**config.mk**
```make
export PLATFORM = sky130hd
export DESIGN_NAME = imem_loader
export DESIGN_NICKNAME = d
export VERILOG_FILES = /design/src/rtl/imem_loader_pkg.sv /design/src/rtl/imem_loader_word_asm.sv /design/src/rtl/imem_loader.sv
export SDC_FILE = /design/constraint.sdc
export NUM_CORES = 1
export LEC_CHECK = 0
export ABC_AREA = 1
export CAP_MARGIN = 20
export CORE_UTILIZATION = 56
export DETAILED_ROUTE_END_ITERATION = 8
export HOLD_SLACK_MARGIN = 0.06
export PLACE_DENSITY = 0.83
export SLEW_MARGIN = 20
export SYNTH_ARGS = -nofsm -noshare
export SYNTH_HDL_FRONTEND = slang
export SYNTH_SLANG_ARGS = --single-unit
```
**constraint.sdc**
```tcl
create_clock -name clk -period 5.8 [get_ports clk]
set_clock_uncertainty 0.2 [all_clocks]
set_input_delay 1.74 -clock clk [delete_from_list [all_inputs] [get_ports clk]]
set_output_delay 1.74 -clock clk [all_outputs]
set_load 0.01 [all_outputs]
```
**src/rtl/imem_loader_pkg.sv**
```systemverilog
// Shared types and constants for the instruction-memory program loader.
package imem_loader_pkg;

  localparam int unsigned BYTES_PER_WORD = 4;
  // Frame length field size in bytes (LEN_LO, LEN_HI).
  localparam int unsigned LEN_BYTES      = 2;

  typedef enum logic [2:0] {
    S_IDLE,
    S_LEN_LO,
    S_LEN_HI,
    S_DATA,
    S_CHECK,
    S_DONE,
    S_ERROR
  } state_e;

endpackage

```
**src/rtl/imem_loader_word_asm.sv**
```systemverilog
// Little-endian word assembler for the program loader.
// Collects BYTES_PER_WORD accepted bytes, LSB first, and pulses word_valid_o for one cycle
// after the last byte of a word, with the assembled word on word_o.
// Ports:
//   clk_i, rst_ni  clock and synchronous active-low reset
//   clear_i        restart assembly at lane 0 (new load)
//   byte_valid_i   a payload byte is accepted this cycle
//   byte_i         payload byte
//   last_byte_o    the byte accepted this cycle completes a word
//   word_o         assembled word (stable while word_valid_o is high)
//   word_valid_o   one-cycle pulse, the cycle after the completing byte
module imem_loader_word_asm
  import imem_loader_pkg::*;
(
  input  logic        clk_i,
  input  logic        rst_ni,
  input  logic        clear_i,
  input  logic        byte_valid_i,
  input  logic [7:0]  byte_i,
  output logic        last_byte_o,
  output logic [31:0] word_o,
  output logic        word_valid_o
);

  localparam int unsigned LaneW = $clog2(BYTES_PER_WORD);

  logic [LaneW-1:0] lane_q, lane_d;
  logic [31:0]      word_q, word_d;
  logic             valid_q, valid_d;

  assign last_byte_o = byte_valid_i && (lane_q == LaneW'(BYTES_PER_WORD - 1));

  always_comb begin
    lane_d  = lane_q;
    word_d  = word_q;
    valid_d = 1'b0;
    if (clear_i) begin
      lane_d = '0;
      word_d = '0;
    end else if (byte_valid_i) begin
      // Shift in from the top: after four bytes, byte 0 sits in bits [7:0].
      word_d  = {byte_i, word_q[31:8]};
      lane_d  = lane_q + LaneW'(1);
      valid_d = last_byte_o;
    end
  end

  always_ff @(posedge clk_i) begin
    if (!rst_ni) begin
      lane_q  <= '0;
      word_q  <= '0;
      valid_q <= 1'b0;
    end else begin
      lane_q  <= lane_d;
      word_q  <= word_d;
      valid_q <= valid_d;
    end
  end

  assign word_o       = word_q;
  assign word_valid_o = valid_q;

endmodule

```
**src/rtl/imem_loader.sv**
```systemverilog
// Program loader: writer side of the instruction memory.
// Accepts a framed byte stream (LEN_LO, LEN_HI, 4*N payload bytes, XOR checksum), writes
// each little-endian word to instruction memory and holds the CPU in reset until a load
// completes with a good checksum. NUM_WORDS must not exceed 2**ADDR_W.
// Ports:
//   clk, reset            clock and synchronous active-low reset
//   start                 begin a new load (ignored while busy)
//   in_valid/in_ready/in_data  byte stream handshake
//   imem_we/imem_addr/imem_wdata  one-cycle word write to instruction memory
//   cpu_reset             active-high processor reset, low only after a good load
//   busy/done/error       load status
//   words_loaded          words written in the current or last load
module imem_loader
  import imem_loader_pkg::*;
#(
  parameter int unsigned ADDR_W    = 8,
  parameter int unsigned NUM_WORDS = 64
) (
  input  logic              clk,
  input  logic              reset,
  input  logic              start,
  input  logic              in_valid,
  output logic              in_ready,
  input  logic [7:0]        in_data,
  output logic              imem_we,
  output logic [ADDR_W-1:0] imem_addr,
  output logic [31:0]       imem_wdata,
  output logic              cpu_reset,
  output logic              busy,
  output logic              done,
  output logic              error,
  output logic [ADDR_W:0]   words_loaded
);

  localparam int unsigned CntW   = ADDR_W + 1;
  localparam logic [15:0] MaxLen = 16'(NUM_WORDS);

  state_e            state_q, state_d;
  logic [7:0]        len_lo_q, len_lo_d;
  logic [CntW-1:0]   len_q, len_d;
  logic [CntW-1:0]   words_rx_q, words_rx_d;
  logic [CntW-1:0]   loaded_q, loaded_d;
  logic [7:0]        xor_q, xor_d;

  logic        accept, start_ok, data_byte, last_byte, word_valid;
  logic [15:0] len16;
  logic [31:0] word;

  assign in_ready  = state_q inside {S_LEN_LO, S_LEN_HI, S_DATA, S_CHECK};
  assign accept    = in_valid && in_ready;
  assign start_ok  = start && (state_q inside {S_IDLE, S_DONE, S_ERROR});
  assign data_byte = accept && (state_q == S_DATA);
  assign len16     = {in_data, len_lo_q};

  imem_loader_word_asm u_word_asm (
    .clk_i        (clk),
    .rst_ni       (reset),
    .clear_i      (start_ok),
    .byte_valid_i (data_byte),
    .byte_i       (in_data),
    .last_byte_o  (last_byte),
    .word_o       (word),
    .word_valid_o (word_valid)
  );

  always_comb begin
    state_d    = state_q;
    len_lo_d   = len_lo_q;
    len_d      = len_q;
    words_rx_d = words_rx_q;
    loaded_d   = loaded_q;
    xor_d      = xor_q;

    if (word_valid) loaded_d = loaded_q + CntW'(1);

    if (start_ok) begin
      state_d    = S_LEN_LO;
      words_rx_d = '0;
      loaded_d   = '0;
      xor_d      = '0;
    end else begin
      unique case (state_q)
        S_LEN_LO: begin
          if (accept) begin
            len_lo_d = in_data;
            state_d  = S_LEN_HI;
          end
        end
        S_LEN_HI: begin
          if (accept) begin
            if (len16 == 16'd0) begin
              state_d = S_CHECK;
            end else if (len16 > MaxLen) begin
              state_d = S_ERROR;
            end else begin
              len_d   = len16[CntW-1:0];
              state_d = S_DATA;
            end
          end
        end
        S_DATA: begin
          if (accept) begin
            xor_d = xor_q ^ in_data;
            if (last_byte) begin
              words_rx_d = words_rx_q + CntW'(1);
              if (words_rx_q == len_q - CntW'(1)) state_d = S_CHECK;
            end
          end
        end
        S_CHECK: begin
          if (accept) state_d = (in_data == xor_q) ? S_DONE : S_ERROR;
        end
        default: ;
      endcase
    end
  end

  always_ff @(posedge clk) begin
    if (!reset) begin
      state_q    <= S_IDLE;
      len_lo_q   <= '0;
      len_q      <= '0;
      words_rx_q <= '0;
      loaded_q   <= '0;
      xor_q      <= '0;
    end else begin
      state_q    <= state_d;
      len_lo_q   <= len_lo_d;
      len_q      <= len_d;
      words_rx_q <= words_rx_d;
      loaded_q   <= loaded_d;
      xor_q      <= xor_d;
    end
  end

  // Gated by reset so a write pending in the reset cycle never reaches memory.
  assign imem_we      = word_valid && reset;
  assign imem_addr    = loaded_q[ADDR_W-1:0];
  assign imem_wdata   = word;
  assign words_loaded = loaded_q;
  assign busy         = in_ready;
  assign done         = (state_q == S_DONE);
  assign error        = (state_q == S_ERROR);
  assign cpu_reset    = (state_q != S_DONE);

endmodule

```
==> summary.txt <==
Status
  • Status: finished clean

Clocking
  • Post_cts resized: 0
  • Clock Latency Late Sink: 0.35 ns
  • CTS tree: built
  • Reg clk slew, reported paths: 0.08 ns
  • Bufs on Longest Clock Path: 2
  • Post-cts hold buffer count: 0
  • CTS Buf Count: 9
  • # H-tree levels: 3
  • CTS Sinks: 81
  • Post-CTS setup buffers: 0
  • CTS root buf: clkbuf_8

Timing
  • Max-Slew Margin vs Limit: 59.2%
  • Fin. Hold Viols: 0
  • Setup tns final: 0 ns
  • Worst Tran Pin Value: 0.610 ns
  • Period minus WS final: 4.87 ns
  • Max-slew violations: 0
  • Final worst-path cycle share: 84.0%
  • # setup viols final: 0
  • Fmax: 0.205 GHz
  • RSZ-0062 raised after global routing: no

Critical path
  • Arr. time, crit path: 2.93 ns
  • RR Endpoint: words_loaded[7]
  • Crit start category: input port
  • Worst R2R Setup Slack: 3.50 ns
  • Worst R2R Path Depth: 9
  • CP endpoint kind: primary output
  • Critical path type: in2out
  • RR Startpoint: state_q[0]
  • Critical Path RT: 3.86 ns
  • Max Fanout on Critical Path: 3

Floorplanning
  • Full die area: 6800 um^2
  • Area of the core: 6100 um^2
  • Die width: 82.5 um
  • IO Pins: 67
  • Starting Density: 59.5%
  • Die height: 82.5 um
  • FP Rows: 28

Power and ir drop
  • Seq pwr share: 54.6%
  • Clock network fraction of design power: 35.9%
  • Switching share of power: 26.3%
  • P_leak: 1.66 nW
  • Power per standard cell area: 235 nW/um^2
  • Combinational power share: 9.5%
  • Sw Pwr: 0.000274 W
  • Peak VDD IR: 0.194 mV
  • P_int: 0.000767 W
  • Final Power: 0.00104 W

Global routing
  • Vias in the first global route: 2955
  • First-pass GRT wire length: 12900 um
  • Tot GR Track Use: 25.2%
  • GRT Residual Overflow: 0
  • Largest net degree at the start of global routing: 49
  • Initial antenna violation count: 0

Hold path
  • Worst Hold Depth: 2
  • Worst min-delay path category: reg2reg
  • Hold Path End: u_word_asm.word_o[0]
  • Hold path start: u_word_asm.word_o[0]

Placement
  • Hpwl dp: 5710 um
  • Gpl congestion: 0.861
  • Placed insts: 619
  • Count of buffers from port buffering: 66

Detailed routing
  • Post-DRT Antenna Nets: 0
  • Iteration-0 DRC Markers: 115
  • Pre-Repair DR Iteration Count: 4
  • DRC Markers: 0
  • DR WL/cell: 12.6 um
  • Vias: 3285
  • Via-to-Cell Ratio: 5.17
  • DRT Wirelength: 8020 um

Finish
  • Share of cells above drive strength 1: 6.61%
  • Most frequent cells in the layout: nand2_1, dfxtp_1, clkdlybuf4s50_1
  • Most common cell after layout, fill and taps aside: nand2_1
  • P&R area growth vs syn: 22.4%
  • Register area: 1620 um^2
  • Number of fill cells in the layout: 499
  • Ant. Diodes: 0
  • Fin cells: 635
  • # nets final: 571
  • Multi-input logic area: 1720 um^2

Yosys
  • Main synth FF type: dfxtp_1
  • EDFF count, synth: 0
  • Biggest area consumer among synthesized cells: dfxtp_1
  • Netlist Area Pre-Place: 3620 um^2
  • Syn Nets: 517
  • FF+latch count, synth: 81
  • Post-synth cell types: 32
  • Post-synthesis sequential area ratio: 44.7%
  • Avg Cell Area, Syn: 7.23 um^2
  • Async set-reset flop share out of synthesis: 0%
  • Syn. warnings: 0
  • Cells after Synth: 501
  • Share of the synthesized area in the top cell type: 44.7%
  • Top cells by area, synth: dfxtp_1, nand2_1, a21oi_1

Flow run
  • Max Cap Viol: 0
[flip-flops by register name, indices dropped and copies added, names as in the netlist]
register and flops:
u_word_asm.word_valid_o 1, words_rx_q 9, len_lo_q 8, u_word_asm.word_o 32
u_word_asm.lane_q 2, state_q 3, len_q 9, words_loaded 9
xor_q 8
[per-layer routing]
metal / GRT usage, % / vias up / wire, um
met2: 44.9 / 50 / 4000
met3: 8.57 / 11 / 378
met5: 0 / - / 0
li1: - / 1710 / -
met1: 28.3 / 1514 / 3540
met4: 7.19 / 0 / 106
[worst max-delay path, stage by stage]
cell,delay [ns]
clkdlybuf4s50_1,0.55
nand2_1,0.07
inv_1,0.05
clkdlybuf4s50_1,0.52
[synth_stat cells, types with 2 or more instances]
| library cell | number |
|---|---|
| nand2_1 | 129 |
| dfxtp_1 | 81 |
| a21oi_1 | 63 |
| nor2_1 | 62 |
| inv_1 | 34 |
| o21ai_0 | 21 |
| nand3_1 | 18 |
| nor3_1 | 11 |
| xnor2_1 | 11 |
| xor2_1 | 10 |
| buf_4 | 9 |
| buf_2 | 6 |
| buf_1 | 5 |
| clkbuf_1 | 5 |
| ha_1 | 4 |
| or2_2 | 4 |
| and3_1 | 3 |
| inv_2 | 3 |
| nand2_2 | 3 |
| nand4_1 | 3 |
| nor2_2 | 3 |
| nand2_4 | 2 |
| o21a_1 | 2 |
[power by group through the flow]
stage | Clock, W | Combinational, W | Sequential (W)
after CTS | 0.000383 | 0.0000990 | 0.000569
final | 0.000374 | 0.0000989 | 0.000569
after floorplan | 0 | 0.0000674 | 0.000580
after detailed placement | 0 | 0.0000985 | 0.000582
after global routing | 0.000406 | 0.000111 | 0.000570
after global placement | 0 | 0.0000967 | 0.000581
[layout make-up]
| cell class | instances | share of cell area, % |
|---|---|---|
| Multi-Input combinational cell | 357 | 38.8 |
| Clock inverter | 5 | 0.874 |
| Timing Repair Buffer | 69 | 15.4 |
| Tap cell | 75 | 2.11 |
| Clock buffer | 11 | 3.19 |
| Inverter | 37 | 3.13 |
| Sequential cell | 81 | 36.5 |
[how the worst max path moves through the flow]
stage                          to  slack (ns)  cells past startpoint  startpoint
after detailed placement  imem_we        0.92                      4       reset
after global routing      imem_we        0.90                      4       reset
after CTS                 imem_we        0.91                      4       reset
final                     imem_we        0.93                      4       reset
after floorplan           imem_we        1.51                      4       reset
after global placement    imem_we        0.91                      4       reset
[logic make-up after synthesis]
group	synth area share (%)
DFF	44.7
adders and majority gates	1.38
and+or+nand+nor	28.2
AOI/OAI and AO/OA	12.7
xor gates and xnor gates	5.07
buffers and inverters	7.87
[through the flow]
stage	hold WS, ns	cell area (um^2)	setup WS, ns	utilization [%]
2_1_floorplan	0.245	3620	1.51	-
3_3_place_gp	0.247	4260	0.907	69.8
3_5_place_dp	0.254	4260	0.916	69.8
4_1_cts	0.267	4440	0.913	72.8
5_1_grt	0.285	4440	0.895	72.8
6_report	0.267	4440	0.927	72.8
Power figures use the tool's default switching activity.
==> RTL change 1, RTL diff (config.mk and constraints unchanged) <==
`words_rx_q` no longer has a reset.
--- a/src/rtl/imem_loader.sv
+++ b/src/rtl/imem_loader.sv
@@ -120,17 +120,19 @@
       state_q    <= S_IDLE;
       len_lo_q   <= '0;
       len_q      <= '0;
-      words_rx_q <= '0;
       loaded_q   <= '0;
       xor_q      <= '0;
     end else begin
       state_q    <= state_d;
       len_lo_q   <= len_lo_d;
       len_q      <= len_d;
-      words_rx_q <= words_rx_d;
       loaded_q   <= loaded_d;
       xor_q      <= xor_d;
     end
+  end
+
+  always_ff @(posedge clk) begin
+    words_rx_q <= words_rx_d;
   end
 
   // Gated by reset so a write pending in the reset cycle never reaches memory.
Function: no difference found for any inputs over 10 cycles, from zero or initial values and one cycle with reset low; that may be too few to reach the edited logic, so the function may still have changed.
==> RTL change 1 against the unedited design <==
- the run now ends with DRC left
- sequential cell count did not move
- synthesized area rose by 3.4%
- core utilization fell by 2.3 points
- count of clock-buffer cells in the layout fell by 2
- wire length rose by 1.2%
- combinational power rose by 35%
- non-clock buffer count did not move
- power rose by 4.9%
- die area rose by 3.3%
- worst setup slack improved by 0.087 ns
- global-route usage fell by 0.82 points
- worst hold slack got worse by 0.0019 ns
- final area rose by 2.1%
==> RTL change 1: results (changes against the unedited design) <==
The commonest cells after synthesis are nand2_1, dfxtp_1, a21oi_1. The total clock buffers created by CTS is 9 (unchanged), and the ratio of routed vias to standard cells is 5.21 (+0.69%). The sequential share of power is 52.8% (-1.8 points), and the fraction of layout cells with a size suffix above 1 is 7.49% (+0.88 points). In this run the most critical hold path is launched from u_word_asm.word_o[1]. The number of port buffers is 66 (unchanged). The run gives 41.5% (-18 points) as the headroom to the max-slew limit. Remaining design rule violation count: 2 (+2). The via count of the first global-routing pass is 3,029 (+2.5%), and the delay of the slowest critical-path stage is 0.52 ns (-0.03 ns).

The synthesized-area fraction occupied by ao, oa, aoi and oai cells was 12.7% (-0.054 points); the leakage power was 0.00172 uW (+3.4%). The critical register-to-register path endpoint is xor_q[3]. The switching portion of total power is 29.2% (+2.9 points), and the HPWL after detailed placement is 5.76 mm (+0.89%). Clock insertion delay at the later pin of the skew report: 0.36 ns. The first-pass iteration count of the detailed router is 7 (+3).

Met2 global-route usage: 37.8% (-7.1 points). The post-synthesis adder-cell area fraction came out at 1.34% (-0.046 points). The number of nets in the final layout is 585 (+2.5%), and the worst setup slack for register-to-register paths is 3.53 ns (+0.03 ns). The total routing resource utilization after global routing is 24.4% (-0.82 points), and the largest driver fanout on the critical path is 2 (-1).

Average wire per cell in the routed design: 12.5 um (-1.2%). The tools report the number of distinct library cell variants in the gate-level netlist after synthesis as 31 (-3.1%). Wire length of the first global-routing pass: 13.8 mm (+7.0%).

For the initial DRC count, the log shows 298 (+160%). The logs give 33.5% (+5.1 points) for the routing usage on met1 and 530 (+2.5%) for the total nets after synthesis. The run gives 43.3% (-1.5 points) as the sequential-to-total area share from yosys stat.

The global-route met3 utilization was 4.25% (-4.3 points). The run gives 0.167 mV (-14%) as the peak ir drop on the vdd network. In the post-synthesis netlist, the biggest area contributors are dfxtp_1, nand2_1, a21oi_1.

Maximum number of pins on one net before global-route repair: 53 (+8.2%). The checks that failed: DRC. The post-synthesis share of cell area spent on xor and xnor gates works out to 5.61% (+0.53 points). The run finished, with violations left. Post-route worst hold slack: 0.265 ns (-0.00192 ns). The reported combinational group power is 134 uW (+35%), and the routability congestion estimate is 0.858 (-0.35%).

The worst endpoint data arrival time is 2.85 ns (-0.08 ns), and the number of filler instances in the final layout is 544 (+9.0%).
## RTL change 1: changes by cell type in the layout (fill, tap and decap cells not counted), sizes merged, moves of 3 or more
cell and delta:
nor2 -5, nand2 +3, inv +14, nor3 -6
nand3 +7, and3 -3
## RTL change 1: metrics by stage
stage                     setup slack, ns  cells  total power [uW]  cell area [um2]
after global routing                0.950    651              1130             4530
after detailed placement             1.01    635               723             4350
final                                1.01    651              1090             4530
after CTS                            1.00    651              1100             4530
after global placement               1.01    635               719             4350
after floorplan                      1.58    514               692             3750
## RTL change 1: layout make-up
class | count | area share, %
sequential | 81 | 35.8
inverter | 51 | 4.23
multi-input combinational | 357 | 38.9
clock buffer | 9 | 2.73
tap | 77 | 2.13
clock inverter | 7 | 1.19
timing repair buffer | 69 | 15.1
## RTL change 1: routing by layer
metal | wire length (um) | share of wire [%]
met1 | 3920 | 48
met2 | 3670 | 45
met3 | 384 | 4.7
met4 | 142 | 1.7
met5 | 0 | 0
==> RTL change 2, RTL diff (config.mk and constraints unchanged) <==
Without the edit above. Change the parameter `ADDR_W` from 8 to 9.
--- a/src/rtl/imem_loader.sv
+++ b/src/rtl/imem_loader.sv
@@ -13,7 +13,7 @@
 module imem_loader
   import imem_loader_pkg::*;
 #(
-  parameter int unsigned ADDR_W    = 8,
+  parameter int unsigned ADDR_W    = 9,
   parameter int unsigned NUM_WORDS = 64
 ) (
   input  logic              clk,
Ports: changed (resized imem_addr and words_loaded); port bits go from 67 to 69. No check against the original RTL was run, so the function may have changed too.
==> RTL change 2 against the unedited design <==
- sequential cell count up 3
- power grew 12%
- non-clock buffer count rose by 2
- final area up 7.5%
- worst setup slack worse by 0.012 ns
- synthesized area is 8.3% higher
- count of clock-buffer cells in the layout decreased by 2
- wire length rose by 12%
- critical path type unchanged
- largest power group unchanged
==> RTL change 2: results (changes against the unedited design) <==
The flow ran to the end, and the final reports show no timing, DRC or antenna violations. The slew at the pin closest to its max-slew limit is 0.565 ns (-0.0448 ns), and the worst endpoint data arrival time is 2.95 ns (+0.02 ns). Yosys attributes the largest share of cell area to dfxtp_1, nand2_1, a21oi_1. The wire length of the first global-routing pass was 15.0 mm (+16%). The number of port buffers was 68 (+3.0%); the synthesized-area fraction occupied by ao, oa, aoi and oai cells was 11.9% (-0.85 points).

In the synthesized netlist, the cells that appear most often are nand2_1, dfxtp_1, a21oi_1, nor2_1, inv_1. The multi-input combinational cell area was 0.00188 mm2 (+9.1%). Count of state elements after synthesis: 84 (+3.7%). For the multi-input combinational cell count, the log shows 393 (+10%).

The via count of the first global-routing pass was 3,457 (+17%). The slowest stage of the critical path belongs to the cell clkdlybuf4s50_1. The startpoint of the worst hold path is u_word_asm.word_o[3].

Buffers inserted during post-CTS setup optimization: 0 (unchanged). The fraction of layout cells with a size suffix above 1 was 5.57% (-1.0 points). The run gives 25.9% (+0.74 points) as the total routing resource utilization after global routing. Clock network area share: 4.46% (+0.40 points). Area used by sequential logic in the layout: 0.00168 mm2 (+3.7%). The switching portion of total power was 25.4% (-0.93 points). The ratio of routed vias to standard cells came out at 5.11 (-1.3%). For the global-route met3 utilization, the log shows 5.39% (-3.2 points). The post-synthesis share of cell area spent on xor and xnor gates was 4.24% (-0.83 points); the largest buffer count on any clock path was 2 (unchanged). The met2 global-route usage was 46.0% (+1.2 points); the number of nets in the final layout was 622 (+8.9%).

Aggregate routed wire length: 9.00 mm (+12%). In this run the critical register-to-register path is captured at xor_q[1]. The worst hold path terminates at u_word_asm.word_o[3]. The routability congestion estimate was 0.848 (-1.5%); the routed length on met2 was 4.48 mm (+12%). The worst setup slack for register-to-register paths is 3.47 ns (-0.03 ns). The number of filler instances in the final layout is 555 (+11%), and the peak ir drop on the vdd network is 0.186 mV (-4.1%). The number of distinct library cell variants in the gate-level netlist after synthesis is 34 (+6.3%).

The logs give 399 um (+5.6%) for the total met3 wirelength after detailed routing and 568 (+9.9%) for the total nets after synthesis. The largest driver fanout on the critical path is 2 (-1). The count of non-CTS inverters in the layout works out to 47 (+27%). The count of plain and timing-repair buffers in the layout works out to 71 (+2.9%). The sequential-to-total area share from yosys stat was 42.8% (-1.9 points). The initial DRC count was 163 (+42%); the post-synthesis adder-cell area fraction was 1.28% (-0.11 points). The non-clock buffer share of cell area works out to 14.7% (-0.65 points). The tools report the post-route worst hold slack as 0.269 ns (+0.00298 ns). For the routing usage on met1, the log shows 28.5% (+0.16 points). Leakage power: 0.00181 uW (+9.2%). The number of cells on the worst reg-to-reg path is 10 (+1), and the wire length on met1 is 3.79 mm (+7.2%).
-- RTL change 2: worst register-to-register path, delay by kind of cell (launching register included) --
| kind | cells | cell delay, ns |
|---|---|---|
| buf+inv | 4 | 0.69 |
| compound gates | 1 | 0.11 |
| flops | 1 | 0.45 |
| simple gates | 5 | 0.75 |
-- RTL change 2: stage by stage --
step                instance area [um2]  power (uW)  utilization [%]  cells  setup slack, ns
finish                             4770        1170             70.2    706            0.914
global route                       4770        1210             70.2    706            0.877
CTS                                4770        1170             70.2    706            0.906
detailed placement                 4560         726             67.1    691            0.913
global placement                   4560         721             67.1    691            0.904
floorplan                          3930         696                -    552             1.77
-- RTL change 2: power by group through the flow --
| stage | registers, uW | clock network, uW | logic, uW |
|---|---|---|---|
| floorplan | 607 | 0 | 88.4 |
| finish | 596 | 452 | 117 |
| global route | 598 | 480 | 131 |
| global placement | 609 | 0 | 112 |
| detailed placement | 610 | 0 | 116 |
| CTS | 596 | 456 | 117 |
